===== config.mk =====
export PLATFORM = sky130hd
export DESIGN_NAME = mem_port_scheduler_flat
export DESIGN_NICKNAME = d
export VERILOG_FILES = /design/src/rtl/mem_port_scheduler_if.sv /design/src/rtl/mem_port_scheduler.sv /design/src/flat_wrapper.sv
export SDC_FILE = /design/constraint.sdc
export NUM_CORES = 1
export LEC_CHECK = 0
export CORE_AREA = 2 2 192 194
export DETAILED_ROUTE_END_ITERATION = 12
export DIE_AREA = 0 0 194 196
export HOLD_SLACK_MARGIN = 0.08
export PLACE_DENSITY = 0.55
export SLEW_MARGIN = 20
export SYNTH_ARGS = -nofsm -noshare
export SYNTH_HDL_FRONTEND = slang
export SYNTH_SLANG_ARGS = --single-unit

===== constraint.sdc =====
create_clock -name clk -period 3.1 [get_ports clk]
set_clock_uncertainty 0.15 [all_clocks]
set_input_delay 0.465 -clock clk [delete_from_list [all_inputs] [get_ports clk]]
set_output_delay 0.465 -clock clk [all_outputs]
set_load 0.1 [all_outputs]

===== src/rtl/mem_port_scheduler_if.sv =====
// Core-side request/response bundle plus the shared memory port of mem_port_scheduler.
// The per-core lock vector exists only when MEM_PORT_SCHED_LOCK_EN is defined.
interface mem_port_scheduler_if #(
    parameter int WIDTH    = 32,
    parameter int CORE_NUM = 4
);
    logic [CORE_NUM-1:0]       request;
    logic [CORE_NUM-1:0]       wren_core;
    logic [CORE_NUM*WIDTH-1:0] address_in;
    logic [CORE_NUM*WIDTH-1:0] data_in;
`ifdef MEM_PORT_SCHED_LOCK_EN
    logic [CORE_NUM-1:0]       lock;
`endif
    logic [WIDTH-1:0]          data_read;
    logic [CORE_NUM*WIDTH-1:0] data_out;
    logic [CORE_NUM-1:0]       response;
    logic [WIDTH-1:0]          address;
    logic [WIDTH-1:0]          data_write;
    logic                      wren;
    logic                      busy;

`ifdef MEM_PORT_SCHED_LOCK_EN
    modport slave (
        input  request, wren_core, address_in, data_in, lock, data_read,
        output data_out, response, address, data_write, wren, busy
    );
    modport master (
        output request, wren_core, address_in, data_in, lock, data_read,
        input  data_out, response, address, data_write, wren, busy
    );
`else
    modport slave (
        input  request, wren_core, address_in, data_in, data_read,
        output data_out, response, address, data_write, wren, busy
    );
    modport master (
        output request, wren_core, address_in, data_in, data_read,
        input  data_out, response, address, data_write, wren, busy
    );
`endif
endinterface


===== src/rtl/mem_port_scheduler.sv =====
// Round-robin scheduler serialising CORE_NUM cores onto one memory port, one access at a time.
// Define MEM_PORT_SCHED_LOCK_EN to let a core keep the port for back-to-back atomic accesses.
module mem_port_scheduler #(
    parameter int WIDTH      = 32,
    parameter int CORE_NUM   = 4,
    parameter int RD_LATENCY = 1
) (
    input  logic                clk,
    input  logic                reset,
    mem_port_scheduler_if.slave io_bus
);
    localparam int IDX_W = $clog2(CORE_NUM);
    localparam int CNT_W = (RD_LATENCY > 1) ? $clog2(RD_LATENCY) : 1;

    typedef enum logic [1:0] {IDLE, ISSUE, WAIT, RESP} state_t;

    state_t                    r_state, w_state_nxt;
    logic [IDX_W-1:0]          r_grant, w_grant_nxt;
    logic [IDX_W-1:0]          r_rr_ptr, w_rr_ptr_nxt;
    logic [CORE_NUM-1:0]       r_cooldown, w_cooldown_nxt;
    logic [CNT_W-1:0]          r_lat_cnt, w_lat_cnt_nxt;
    logic                      r_is_write, w_is_write_nxt;
    logic [WIDTH-1:0]          r_address, w_address_nxt;
    logic [WIDTH-1:0]          r_data_write, w_data_write_nxt;
    logic                      r_wren, w_wren_nxt;
    logic                      r_busy;
    logic [CORE_NUM-1:0]       r_response, w_response_nxt;
    logic [CORE_NUM*WIDTH-1:0] r_data_out, w_data_out_nxt;
`ifdef MEM_PORT_SCHED_LOCK_EN
    logic                      r_locked, w_locked_nxt;
`endif

    logic [CORE_NUM-1:0]       w_eligible;
    logic [IDX_W:0]            w_sum;
    logic [IDX_W-1:0]          w_pos;
    logic [IDX_W-1:0]          w_pick;
    logic                      w_pick_valid;

    // Scan downward so the last hit written is the first eligible core at or after rr_ptr.
    always_comb begin
        // NOTE: every comb output gets a default before any branch, so no latch can be inferred.
        w_eligible   = io_bus.request & ~r_cooldown;
        w_sum        = '0;
        w_pos        = '0;
        w_pick       = r_rr_ptr;
        w_pick_valid = 1'b0;
        for (int i = CORE_NUM - 1; i >= 0; i--) begin
            w_sum = {1'b0, r_rr_ptr} + (IDX_W + 1)'(i);
            if (w_sum >= (IDX_W + 1)'(CORE_NUM)) w_sum = w_sum - (IDX_W + 1)'(CORE_NUM);
            w_pos = w_sum[IDX_W-1:0];
            if (w_eligible[w_pos]) begin
                w_pick       = w_pos;
                w_pick_valid = 1'b1;
            end
        end
`ifdef MEM_PORT_SCHED_LOCK_EN
        if (r_locked && io_bus.request[r_grant]) begin
            w_pick       = r_grant;
            w_pick_valid = 1'b1;
        end
`endif
    end

    always_ff @(posedge clk) begin
        // NOTE: sequential state uses non-blocking assignments so all registers update together.
        if (reset) r_state <= IDLE;
        else       r_state <= w_state_nxt;
    end

    always_comb begin
        w_state_nxt = r_state;
        case (r_state)
            IDLE:    if (w_pick_valid) w_state_nxt = ISSUE;
            ISSUE:   w_state_nxt = r_is_write ? RESP : WAIT;
            WAIT:    if (r_lat_cnt == '0) w_state_nxt = RESP;
            RESP:    w_state_nxt = IDLE;
            default: w_state_nxt = IDLE;
        endcase
    end

    always_comb begin
        w_grant_nxt      = r_grant;
        w_rr_ptr_nxt     = r_rr_ptr;
        w_cooldown_nxt   = r_cooldown;
        w_lat_cnt_nxt    = r_lat_cnt;
        w_is_write_nxt   = r_is_write;
        w_address_nxt    = r_address;
        w_data_write_nxt = r_data_write;
        w_wren_nxt       = 1'b0;
        w_response_nxt   = '0;
        w_data_out_nxt   = r_data_out;
`ifdef MEM_PORT_SCHED_LOCK_EN
        w_locked_nxt     = r_locked;
`endif
        case (r_state)
            IDLE: begin
                w_cooldown_nxt = '0;
`ifdef MEM_PORT_SCHED_LOCK_EN
                w_locked_nxt   = 1'b0;
`endif
                if (w_pick_valid) begin
                    w_grant_nxt      = w_pick;
                    w_address_nxt    = io_bus.address_in[w_pick*WIDTH +: WIDTH];
                    w_data_write_nxt = io_bus.data_in[w_pick*WIDTH +: WIDTH];
                    w_is_write_nxt   = io_bus.wren_core[w_pick];
                    w_wren_nxt       = io_bus.wren_core[w_pick];
                end
            end
            ISSUE: begin
                if (r_is_write) w_response_nxt[r_grant] = 1'b1;
                else            w_lat_cnt_nxt = CNT_W'(RD_LATENCY - 1);
            end
            WAIT: begin
                if (r_lat_cnt == '0) begin
                    w_data_out_nxt[r_grant*WIDTH +: WIDTH] = io_bus.data_read;
                    w_response_nxt[r_grant]                = 1'b1;
                end else begin
                    w_lat_cnt_nxt = r_lat_cnt - 1'b1;
                end
            end
            RESP: begin
                w_rr_ptr_nxt            = (r_grant == IDX_W'(CORE_NUM - 1)) ? '0 : r_grant + 1'b1;
                w_cooldown_nxt          = '0;
                w_cooldown_nxt[r_grant] = 1'b1;
`ifdef MEM_PORT_SCHED_LOCK_EN
                // A locked core keeps its turn: no pointer advance and no cooldown.
                if (io_bus.lock[r_grant]) begin
                    w_locked_nxt   = 1'b1;
                    w_rr_ptr_nxt   = r_rr_ptr;
                    w_cooldown_nxt = '0;
                end
`endif
            end
            default: ;
        endcase
    end

    always_ff @(posedge clk) begin
        if (reset) begin
            r_grant      <= '0;
            r_rr_ptr     <= '0;
            r_cooldown   <= '0;
            r_lat_cnt    <= '0;
            r_is_write   <= 1'b0;
            r_address    <= '0;
            r_data_write <= '0;
            r_wren       <= 1'b0;
            r_busy       <= 1'b0;
            r_response   <= '0;
            r_data_out   <= '0;
`ifdef MEM_PORT_SCHED_LOCK_EN
            r_locked     <= 1'b0;
`endif
        end else begin
            r_grant      <= w_grant_nxt;
            r_rr_ptr     <= w_rr_ptr_nxt;
            r_cooldown   <= w_cooldown_nxt;
            r_lat_cnt    <= w_lat_cnt_nxt;
            r_is_write   <= w_is_write_nxt;
            r_address    <= w_address_nxt;
            r_data_write <= w_data_write_nxt;
            r_wren       <= w_wren_nxt;
            r_busy       <= (w_state_nxt != IDLE);
            r_response   <= w_response_nxt;
            r_data_out   <= w_data_out_nxt;
`ifdef MEM_PORT_SCHED_LOCK_EN
            r_locked     <= w_locked_nxt;
`endif
        end
    end

    assign io_bus.address    = r_address;
    assign io_bus.data_write = r_data_write;
    assign io_bus.wren       = r_wren;
    assign io_bus.busy       = r_busy;
    assign io_bus.response   = r_response;
    assign io_bus.data_out   = r_data_out;
endmodule


===== src/flat_wrapper.sv =====
// flat-port wrapper written by rule: the top's interface ports become plain ports
module mem_port_scheduler_flat 
#(
    parameter int WIDTH      = 32,
    parameter int CORE_NUM   = 4,
    parameter int RD_LATENCY = 1
)
  (clk, reset, io_bus_request, io_bus_wren_core, io_bus_address_in, io_bus_data_in, io_bus_data_read, io_bus_data_out, io_bus_response, io_bus_address, io_bus_data_write, io_bus_wren, io_bus_busy);
  mem_port_scheduler_if #(.WIDTH(WIDTH), .CORE_NUM(CORE_NUM)) io_bus_i ();
  input  logic clk;
  input  logic reset;
  input wire logic [$bits(io_bus_i.request)-1:0] io_bus_request;
  input wire logic [$bits(io_bus_i.wren_core)-1:0] io_bus_wren_core;
  input wire logic [$bits(io_bus_i.address_in)-1:0] io_bus_address_in;
  input wire logic [$bits(io_bus_i.data_in)-1:0] io_bus_data_in;
  input wire logic [$bits(io_bus_i.data_read)-1:0] io_bus_data_read;
  output wire logic [$bits(io_bus_i.data_out)-1:0] io_bus_data_out;
  output wire logic [$bits(io_bus_i.response)-1:0] io_bus_response;
  output wire logic [$bits(io_bus_i.address)-1:0] io_bus_address;
  output wire logic [$bits(io_bus_i.data_write)-1:0] io_bus_data_write;
  output wire logic [$bits(io_bus_i.wren)-1:0] io_bus_wren;
  output wire logic [$bits(io_bus_i.busy)-1:0] io_bus_busy;
  assign io_bus_i.request = io_bus_request;
  assign io_bus_i.wren_core = io_bus_wren_core;
  assign io_bus_i.address_in = io_bus_address_in;
  assign io_bus_i.data_in = io_bus_data_in;
  assign io_bus_i.data_read = io_bus_data_read;
  assign io_bus_data_out = io_bus_i.data_out;
  assign io_bus_response = io_bus_i.response;
  assign io_bus_address = io_bus_i.address;
  assign io_bus_data_write = io_bus_i.data_write;
  assign io_bus_wren = io_bus_i.wren;
  assign io_bus_busy = io_bus_i.busy;
  mem_port_scheduler #(.WIDTH(WIDTH), .CORE_NUM(CORE_NUM), .RD_LATENCY(RD_LATENCY)) u_core (.clk(clk), .reset(reset), .io_bus(io_bus_i));
endmodule

==> results.cfg, run 1 <==
[run_status]
outcome = finished clean

[routing]
wl_per_cell_um = 23.3
wirelength_um = 43500
vias_per_cell = 5.12
drc = 0
drt_first_pass_iters = 8
drt_iter0_markers = 817
ant_nets = 0
vias = 9555

[placed_design]
place_congestion = 0.918
dpl.cell_count = 1814
place_area_sq_um = 13400
dp_hpwl_um = 31300
portBuffers = 495

[timing]
fin_crit_sh_pct = 80.8
fin_crit_ns = 2.50
fin_tns_setup_ns = 0
tightest_slew_ns = 0.730
fmax_ghz = 0.399
relSlewSlack_pct = 51.2
rsz0062_at_grt = no
slew_violations = 0
hold_viol_final = 0
setup_viol = 0

[power_and_ir_drop]
p_leak_nw = 5.69
peakVddDrop_v = 0.000523
powerDensity_nw_per_um2 = 778

[critical_path]
cp.arrival_ns = 2.84
end_kind = flop
worst-endpoint-required_ns = 3.44
startpoint_type = flop
r2r_cells = 7
r2r_start = u_core.r_grant[0]$_SDFFE_PP0P_
rrSetupSlack_ns = 0.60
worstReg2RegEnd = u_core.io_bus.data_out[49]$_SDFFE_PP0P_
timing_worst_setup_path_type = flop to flop
cp_max_fo = 32

[grt]
first_global_vias = 9303
grt-ovfl-total = 0
antenna_found_initial = 3
grt_pass1_wl_um = 62900
grtUsageTotal_pct = 21.4
grt_max_degree = 66

[logic_synthesis]
syn-instance-count = 918
yosysTopAreaCell = dfxtp_1
synthFlopType = dfxtp_1
synthesis.area_sq_um = 8390
synth_nets = 1229
ys_types = 41
synthArstFlopShare_pct = 0
synth_area_leaders = dfxtp_1 50%, a22oi_1 12%, nand3_1 12%
synth_warnings = 0
synth.avg_cell_area_sq_um = 9.14
ys_seq_area_share_pct = 49.9
synth-edff-count = 0
synth_seq_cells = 209
netlist.area_leader.share_pct = 49.9

[clocking]
cts_resized = 0
clock_latency_ns = 0.56
post_cts_buffers = 0
clkTransAtPathRegs_ns = 0.06
cts_sinks = 209
cts_tree = done
clockBufferDepth = 3
cts_hold_buf = 0
htree_levels = 1
cts_inserted_buffers = 27
cts_root_buf = clkbuf_16

[final_layout]
finalInstanceArea_sq_um = 14300
final_util_pct = 39.6
multiInputGateArea_sq_um = 3820
most-common-layout-cells = 296 x clkdlybuf4s50_1, 215 x buf_4, 209 x dfxtp_1, 194 x nand3_1, 140 x nor2_1
final_common_cell = clkdlybuf4s50_1
area_growth_pct = 70.1
regArea_sq_um = 4180
nFillCells = 3673
fin_cells = 1865
final_nets = 1686
drive_gt1_share_pct = 20.1

[floorplanning]
io_pins = 496
num_rows = 70
fp.coreArea_sq_um = 36100
die_w_um = 194
initial_core_util_pct = 23.3
die_area_sq_um = 38000
die-height_um = 196

[hold_path]
whs_endpoint = u_core.r_cooldown[0]$_SDFFE_PP0P_
hold_path_depth = 2
min_from = reset
hold_path_class = input port to flop

[flow_run]
max_cap_violations = 0
per-layer routing:
layer / wire length [um] / track usage (%) / part of all wire (%) / up-vias
li1: - / - / - / 4403
met1: 17300 / 26.4 / 40 / 4671
met3: 4190 / 6.96 / 9.6 / 45
met2: 21100 / 36.3 / 48 / 436
met5: 0 / 0 / 0 / -
met4: 898 / 4.94 / 2.1 / 0
registers in the layout, indices dropped and copies added, names as in the netlist:
| name | cells |
|---|---|
| u_core.io_bus.data_out | 128 |
| u_core.io_bus.address | 32 |
| u_core.io_bus.data_write | 32 |
| u_core.io_bus.response | 4 |
| u_core.r_cooldown | 4 |
| u_core.r_grant | 2 |
| u_core.r_rr_ptr | 2 |
| u_core.r_state | 2 |
| u_core.io_bus.busy | 1 |
| u_core.io_bus.wren | 1 |
| u_core.r_is_write | 1 |
synthesized netlist by cell type (3+ instances only):
cell type	count
dfxtp_1	209
nand3_1	194
nor2_1	141
a22oi_1	132
a222oi_1	64
clkbuf_1	55
buf_2	17
ha_1	13
nand2_1	9
a21oi_1	8
buf_1	7
buf_6	7
buf_4	6
inv_1	6
nor2b_1	6
and2_1	5
nand2b_1	4
a31oi_1	3
nor4_1	3
per-stage QoR:
stage	total power, mW	hold slack [ns]	setup slack (ns)
final	11.1	0.125	0.597
after CTS	11.2	0.0941	0.545
after global routing	11.5	0.104	0.380
after floorplan	6.51	0.296	0.855
after global placement	7.95	0.332	0.327
after detailed placement	7.96	0.335	0.352
power by group:
part / switching [mW] / internal, mW
clock network: 1.29 / 1.93
logic: 3.42 / 1.20
registers: 0.244 / 3.03
cells by family after synthesis:
kind of cell / after synthesis / synth area share [%]
AND/OR/NAND/NOR: 375 / 20.9
AO/OA/AOI/OAI: 221 / 21.5
flip-flops: 209 / 49.9
buffers and inverters: 98 / 5.53
adder cells (fa/ha/maj): 13 / 1.94
multiplexers: 2 / 0.239
critical path, stage by stage, from the launching register on:
cell     delay [ns]
dfxtp_1        0.55
inv_1          0.24
ha_1           0.47
inv_1          0.11
nor4_2         0.40
buf_12         0.27
a22oi_1        0.10
nor2_1         0.10
layout make-up:
| cell class | instances | area share (%) |
|---|---|---|
| Tap cell | 468 | 4.10 |
| Timing Repair Buffer | 520 | 33.3 |
| Sequential cell | 209 | 29.3 |
| Clock inverter | 9 | 0.771 |
| Multi-Input combinational cell | 611 | 26.7 |
| Inverter | 6 | 0.158 |
| Clock buffer | 39 | 5.54 |
| Antenna cell | 3 | 0.0526 |
worst max path at each step:
stage / from / end / cells after the start
2_1_floorplan: u_core.r_grant[0]$_SDFFE_PP0P_ / u_core.io_bus.data_out[34]$_SDFFE_PP0P_ / 7
5_1_grt: u_core.r_grant[0]$_SDFFE_PP0P_ / u_core.io_bus.data_out[44]$_SDFFE_PP0P_ / 7
3_3_place_gp: io_bus_request[2] / u_core.io_bus.data_write[9]$_SDFFE_PP0P_ / 7
4_1_cts: u_core.r_grant[0]$_SDFFE_PP0P_ / u_core.io_bus.data_out[52]$_SDFFE_PP0P_ / 7
3_5_place_dp: io_bus_request[2] / u_core.io_bus.data_write[9]$_SDFFE_PP0P_ / 7
6_report: u_core.r_grant[0]$_SDFFE_PP0P_ / u_core.io_bus.data_out[49]$_SDFFE_PP0P_ / 7
No activity file was read; power rests on OpenSTA's default activity.
==> run 2: changes to the inputs <==
clock period = 2.45 ns   (was 3.1 ns; I/O delays follow)
==> run 2 against run 1 <==
Against the previous run: count of clock-buffer cells in the layout fell by 5; clock power rose by 27%; combinational power rose by 30%; critical path depth fell by 1; fmax rose by 11%; largest power group unchanged; highest routed layer unchanged.
==> results.cfg, run 2 (synthesis results as in run 1) <==
[critical_path]
worstReg2RegEnd = u_core.io_bus.data_write[11]$_SDFFE_PP0P_
timing_worst_setup_path_type = flop to flop
cp_max_fo = 65
path_buf_inv = 1
startpoint_type = flop
rrSetupSlack_ns = 0.19
worstPathCellList = nor3b_4 > nor3_1 > o311a_2 > buf_12 > a222oi_1 > nand3_1
r2r_start = u_core.r_rr_ptr[0]$_SDFFE_PP0P_
end_kind = flop
cp_slowest_cell = dfxtp_1
worst-endpoint-required_ns = 2.73
slowest_delay_ns = 0.44
r2r_cells = 6
cp_top_family = compound AO/OA/AOI/OAI gates
cp.arrival_ns = 2.54

[final_layout]
final_common_cell = clkdlybuf4s50_1
final_nets = 1708
nFillCells = 3583
area_growth_pct = 72.8
regArea_sq_um = 4180
largest_reg_flops = 128
drive_gt1_share_pct = 21.0
most-common-layout-cells = 296 x clkdlybuf4s50_1, 231 x buf_4, 209 x dfxtp_1, 194 x nand3_1, 140 x nor2_1
multiInputGateArea_sq_um = 3820

[clocking]
clkTransAtPathRegs_ns = 0.06
cts_tree = done
cts_hold_buf = 0
cts_resized = 0
clock_latency_ns = 0.56
cts_inserted_buffers = 27
post_cts_buffers = 0
cts_root_buf = clkbuf_16
cts_sinks = 209
clockBufferDepth = 3
htree_levels = 1

[routing]
vias = 9633
drc = 0
wirelength_um = 43300
ant_nets = 0
drt_iter0_markers = 705
drt_first_pass_iters = 7
wl_per_cell_um = 23.0
vias_per_cell = 5.12

[power_and_ir_drop]
powerDensity_nw_per_um2 = 978
peakVddDrop_v = 0.000717
p_leak_nw = 5.80

[timing]
setup_viol = 0
relSlewSlack_pct = 62.2
fmax_ghz = 0.443
slew_violations = 0
worst_hold_slack_ns = 0.108
fin_crit_ns = 2.26
fin_crit_sh_pct = 92.1
rsz0062_at_grt = no
hold_viol_final = 0
fin_tns_setup_ns = 0
worst_slack_ns = 0.194
tightest_slew_ns = 0.567

[grt]
first_global_vias = 9592
grtUsageMet1_pct = 26.8
grt_pass1_wl_um = 63400
grt_use_met2_pct = 34.8
met3_usage_pct = 6.81
grt-ovfl-total = 0
grtUsageTotal_pct = 21.5
antenna_found_initial = 4
grt_max_degree = 128
grt_busiest_layer = met2

[floorplanning]
die_w_um = 194
fp.coreArea_sq_um = 36100
die_area_sq_um = 38000
io_pins = 496
initial_core_util_pct = 23.3
die-height_um = 196
num_rows = 70

[placed_design]
dp_slack_ns = -0.203
place_congestion = 0.904
portBuffers = 495
dp_hpwl_um = 31500

[hold_path]
hold_path_class = input port to flop
min_from = reset
hold_path_depth = 3
whs_endpoint = u_core.r_cooldown[1]$_SDFFE_PP0P_

[run_status]
outcome = finished clean

[flow_run]
max_cap_violations = 0
[run 2: changes by cell type in the layout (fill, tap and decap cells not counted)]
cell        before  now
bufinv_16        2    4
buf_4          215  231
clkinvlp_4       0    2
diode_2          3    4
clkinv_2         6    2
buf_12           9   15
clkbuf_8         7    2
[run 2: worst max-delay path by stage]
stage / startpoint / endpoint / slack (ns) / cells after the start
floorplan: u_core.r_grant[0]$_SDFFE_PP0P_ / u_core.io_bus.data_out[34]$_SDFFE_PP0P_ / 0.21 / 7
global placement: io_bus_request[1] / u_core.io_bus.address[15]$_SDFFE_PP0P_ / -0.08 / 7
detailed placement: io_bus_request[1] / u_core.io_bus.data_write[11]$_SDFFE_PP0P_ / -0.20 / 7
CTS: u_core.r_rr_ptr[0]$_SDFFE_PP0P_ / u_core.io_bus.data_write[11]$_SDFFE_PP0P_ / 0.23 / 6
global route: u_core.r_rr_ptr[0]$_SDFFE_PP0P_ / u_core.io_bus.data_write[11]$_SDFFE_PP0P_ / 0.09 / 6
finish: u_core.r_rr_ptr[0]$_SDFFE_PP0P_ / u_core.io_bus.data_write[11]$_SDFFE_PP0P_ / 0.19 / 6
[run 2: layout make-up]
class,count,share of cell area (%)
Sequential cell,209,28.8
Antenna cell,4,0.0690
Clock inverter,9,1.14
Inverter,6,0.155
Timing Repair Buffer,542,34.5
Tap cell,468,4.04
Multi-Input combinational cell,611,26.3
Clock buffer,34,4.98
[run 2: worst register-to-register path, delay by kind of cell (launching register included)]
family / cells / cell delay [ns]
compound gates: 2 / 0.86
buf+inv: 1 / 0.20
flops: 1 / 0.44
simple gates: 3 / 0.48
[run 2: power by group]
part           internal, mW  leakage (nW)  switching, mW
Combinational          1.61          3.67           4.39
Sequential             3.84          1.70          0.272
Clock                  2.49         0.427           1.59
[run 2: routing by layer]
metal / part of all wire [%] / vias to the layer above
met5: 0 / -
met4: 3.6 / 0
met3: 9.4 / 71
met2: 46 / 479
met1: 41 / 4620
li1: - / 4463
[run 2: through the flow]
stage	total power [mW]	area [sq um]	util, %	instances
finish	14.2	14500	40.2	1883
floorplan	8.23	8390	-	918
global placement	10.2	13600	37.7	1836
global route	14.7	14500	40.2	1883
detailed placement	10.2	13600	37.7	1836
CTS	14.3	14500	40.2	1879
==> run 3: changes to the inputs <==
--- a/config.mk
+++ b/config.mk
@@ -6,4 +6,5 @@
 export NUM_CORES = 1
 export LEC_CHECK = 0
+export CAP_MARGIN = 10
 export CORE_AREA = 2 2 192 194
 export DETAILED_ROUTE_END_ITERATION = 12
@@ -11,4 +12,5 @@
 export HOLD_SLACK_MARGIN = 0.08
 export PLACE_DENSITY = 0.55
+export REMOVE_ABC_BUFFERS = 1
 export SLEW_MARGIN = 20
 export SYNTH_ARGS = -nofsm -noshare
==> constraint.sdc (replaced) <==
create_clock -name clk -period 2.45 [get_ports clk]
set_clock_uncertainty 0.15 [all_clocks]
set_input_delay 0.49 -clock clk [delete_from_list [all_inputs] [get_ports clk]]
set_output_delay 0.49 -clock clk [all_outputs]
set_load 0.1 [all_outputs]
==> run 3 against run 2 <==
Against the previous run: cell area increased by 0.78%; via count decreased by 1.4%; count of clock-buffer cells in the layout increased by 2; power decreased by 0.95%.
==> results.cfg, run 3 (synthesis results as in run 1) <==
[placed_design]
dp_hpwl_um = 27200
place_congestion = 0.863
portBuffers = 495
dpl.cell_count = 1851
place_area_sq_um = 13700

[floorplanning]
io_pins = 496
num_rows = 70
die_w_um = 194
die-height_um = 196
die_area_sq_um = 38000
fp.coreArea_sq_um = 36100
initial_core_util_pct = 23.3

[power_and_ir_drop]
powerDensity_nw_per_um2 = 962
finalPower_mw = 14.1
peakVddDrop_v = 0.000546
p_leak_nw = 5.88

[clocking]
htree_levels = 1
post_cts_buffers = 0
cts_hold_buf = 0
clockBufferDepth = 3
cts_sinks = 209
cts_resized = 0
clkTransAtPathRegs_ns = 0.06
cts_tree = done
cts_root_buf = clkbuf_16
cts_inserted_buffers = 25
clock_latency_ns = 0.54

[final_layout]
most-common-layout-cells = 296 x clkdlybuf4s50_1, 244 x buf_4, 209 x dfxtp_1, 194 x nand3_1, 140 x nor2_1
final_common_cell = clkdlybuf4s50_1
finalInstanceArea_sq_um = 14600
nFillCells = 3600
final_nets = 1721
largest_reg_flops = 128
drive_gt1_share_pct = 22.0
area_growth_pct = 74.2
final_util_pct = 40.5
fin_cells = 1901

[critical_path]
startpoint_type = flop
worstPathCellList = inv_1 > ha_1 > nor2b_1 > o211ai_1 > a21oi_4 > buf_4 > a222oi_1 > nand3_1
end_kind = flop
cp_max_fo = 10
path_buf_inv = 2
cp_top_family = compound AO/OA/AOI/OAI gates
worst-endpoint-required_ns = 2.77
cp.depth = 8
timing_worst_setup_path_type = flop to flop
cp_slowest_cell = a21oi_4
cp.arrival_ns = 2.53
r2r_cells = 8
slowest_delay_ns = 0.39

[timing]
fmax_ghz = 0.452
fin_crit_sh_pct = 90.2
setup_viol = 0
fin_crit_ns = 2.21
relSlewSlack_pct = 58.6
fin_tns_setup_ns = 0
slew_violations = 0
rsz0062_at_grt = no
tightest_slew_ns = 0.621
hold_viol_final = 0

[routing]
drt_iter0_markers = 527
ant_nets = 0
drt_first_pass_iters = 7
wl_per_cell_um = 20.2
vias = 9499
vias_per_cell = 5.00
drc = 0
wirelength_um = 38500

[grt]
grt_pass1_wl_um = 58100
grtUsageTotal_pct = 19.1
first_global_vias = 9718
antenna_found_initial = 4
grt-ovfl-total = 0
grt_max_degree = 139

[run_status]
outcome = finished clean

[hold_path]
hold_path_depth = 5
hold_path_class = input port to flop

[flow_run]
max_cap_violations = 0
run 3: power breakdown:
part / internal, mW / switching [mW] / leakage (nW) / total, mW
logic: 1.69 / 4.34 / 3.76 / 6.03
clock network: 2.36 / 1.57 / 0.419 / 3.93
registers: 3.83 / 0.262 / 1.70 / 4.10
run 3: worst paths after layout:
| path | to | startpoint | slack, ns |
|---|---|---|---|
| setup / recovery | u_core.io_bus.data_write[11]$_SDFFE_PP0P_ | u_core.r_state[0]$_SDFF_PP0_ | 0.24 |
| hold / removal | u_core.r_is_write$_SDFFE_PP0P_ | reset | 0.34 |
| setup reg to reg | u_core.io_bus.data_write[11]$_SDFFE_PP0P_ | u_core.r_state[0]$_SDFF_PP0_ | 0.24 |
| hold reg to reg | u_core.io_bus.address[18]$_SDFFE_PP0P_ | u_core.io_bus.address[18]$_SDFFE_PP0P_ | 0.35 |
run 3: cell type report:
| type | instances | area [sq um] | share of cell area (%) |
|---|---|---|---|
| antenna | 4 | 10.0 | 0.0685 |
| clock buffer | 36 | 717 | 4.90 |
| clock inverter | 10 | 145 | 0.993 |
| inverter | 6 | 22.5 | 0.154 |
| multi-input combinational | 611 | 3820 | 26.1 |
| sequential | 209 | 4180 | 28.6 |
| tap | 468 | 586 | 4.01 |
| timing repair buffer | 557 | 5130 | 35.1 |
run 3: worst register-to-register path, cell delays in order (launching register included):
cell,delay [ns]
dfxtp_1,0.34
inv_1,0.11
ha_1,0.22
nor2b_1,0.26
o211ai_1,0.18
a21oi_4,0.39
buf_4,0.27
a222oi_1,0.13
nand3_1,0.10
run 3: stage by stage:
step | setup WS, ns | hold slack (ns)
floorplan | -2.93 | 0.296
global placement | -0.250 | 0.329
detailed placement | -0.296 | 0.339
CTS | 0.256 | 0.315
global route | 0.0660 | 0.362
finish | 0.239 | 0.340
run 3: routing by layer:
metal / GRT usage (%) / routed length [um] / share of wire [%] / vias to the layer above
li1: - / - / - / 4481
met3: 7.13 / 3810 / 9.9 / 63
met4: 6.51 / 1160 / 3.0 / 0
met1: 21.4 / 14700 / 38 / 4531
met5: 0 / 0 / 0 / -
met2: 33.2 / 18800 / 49 / 424
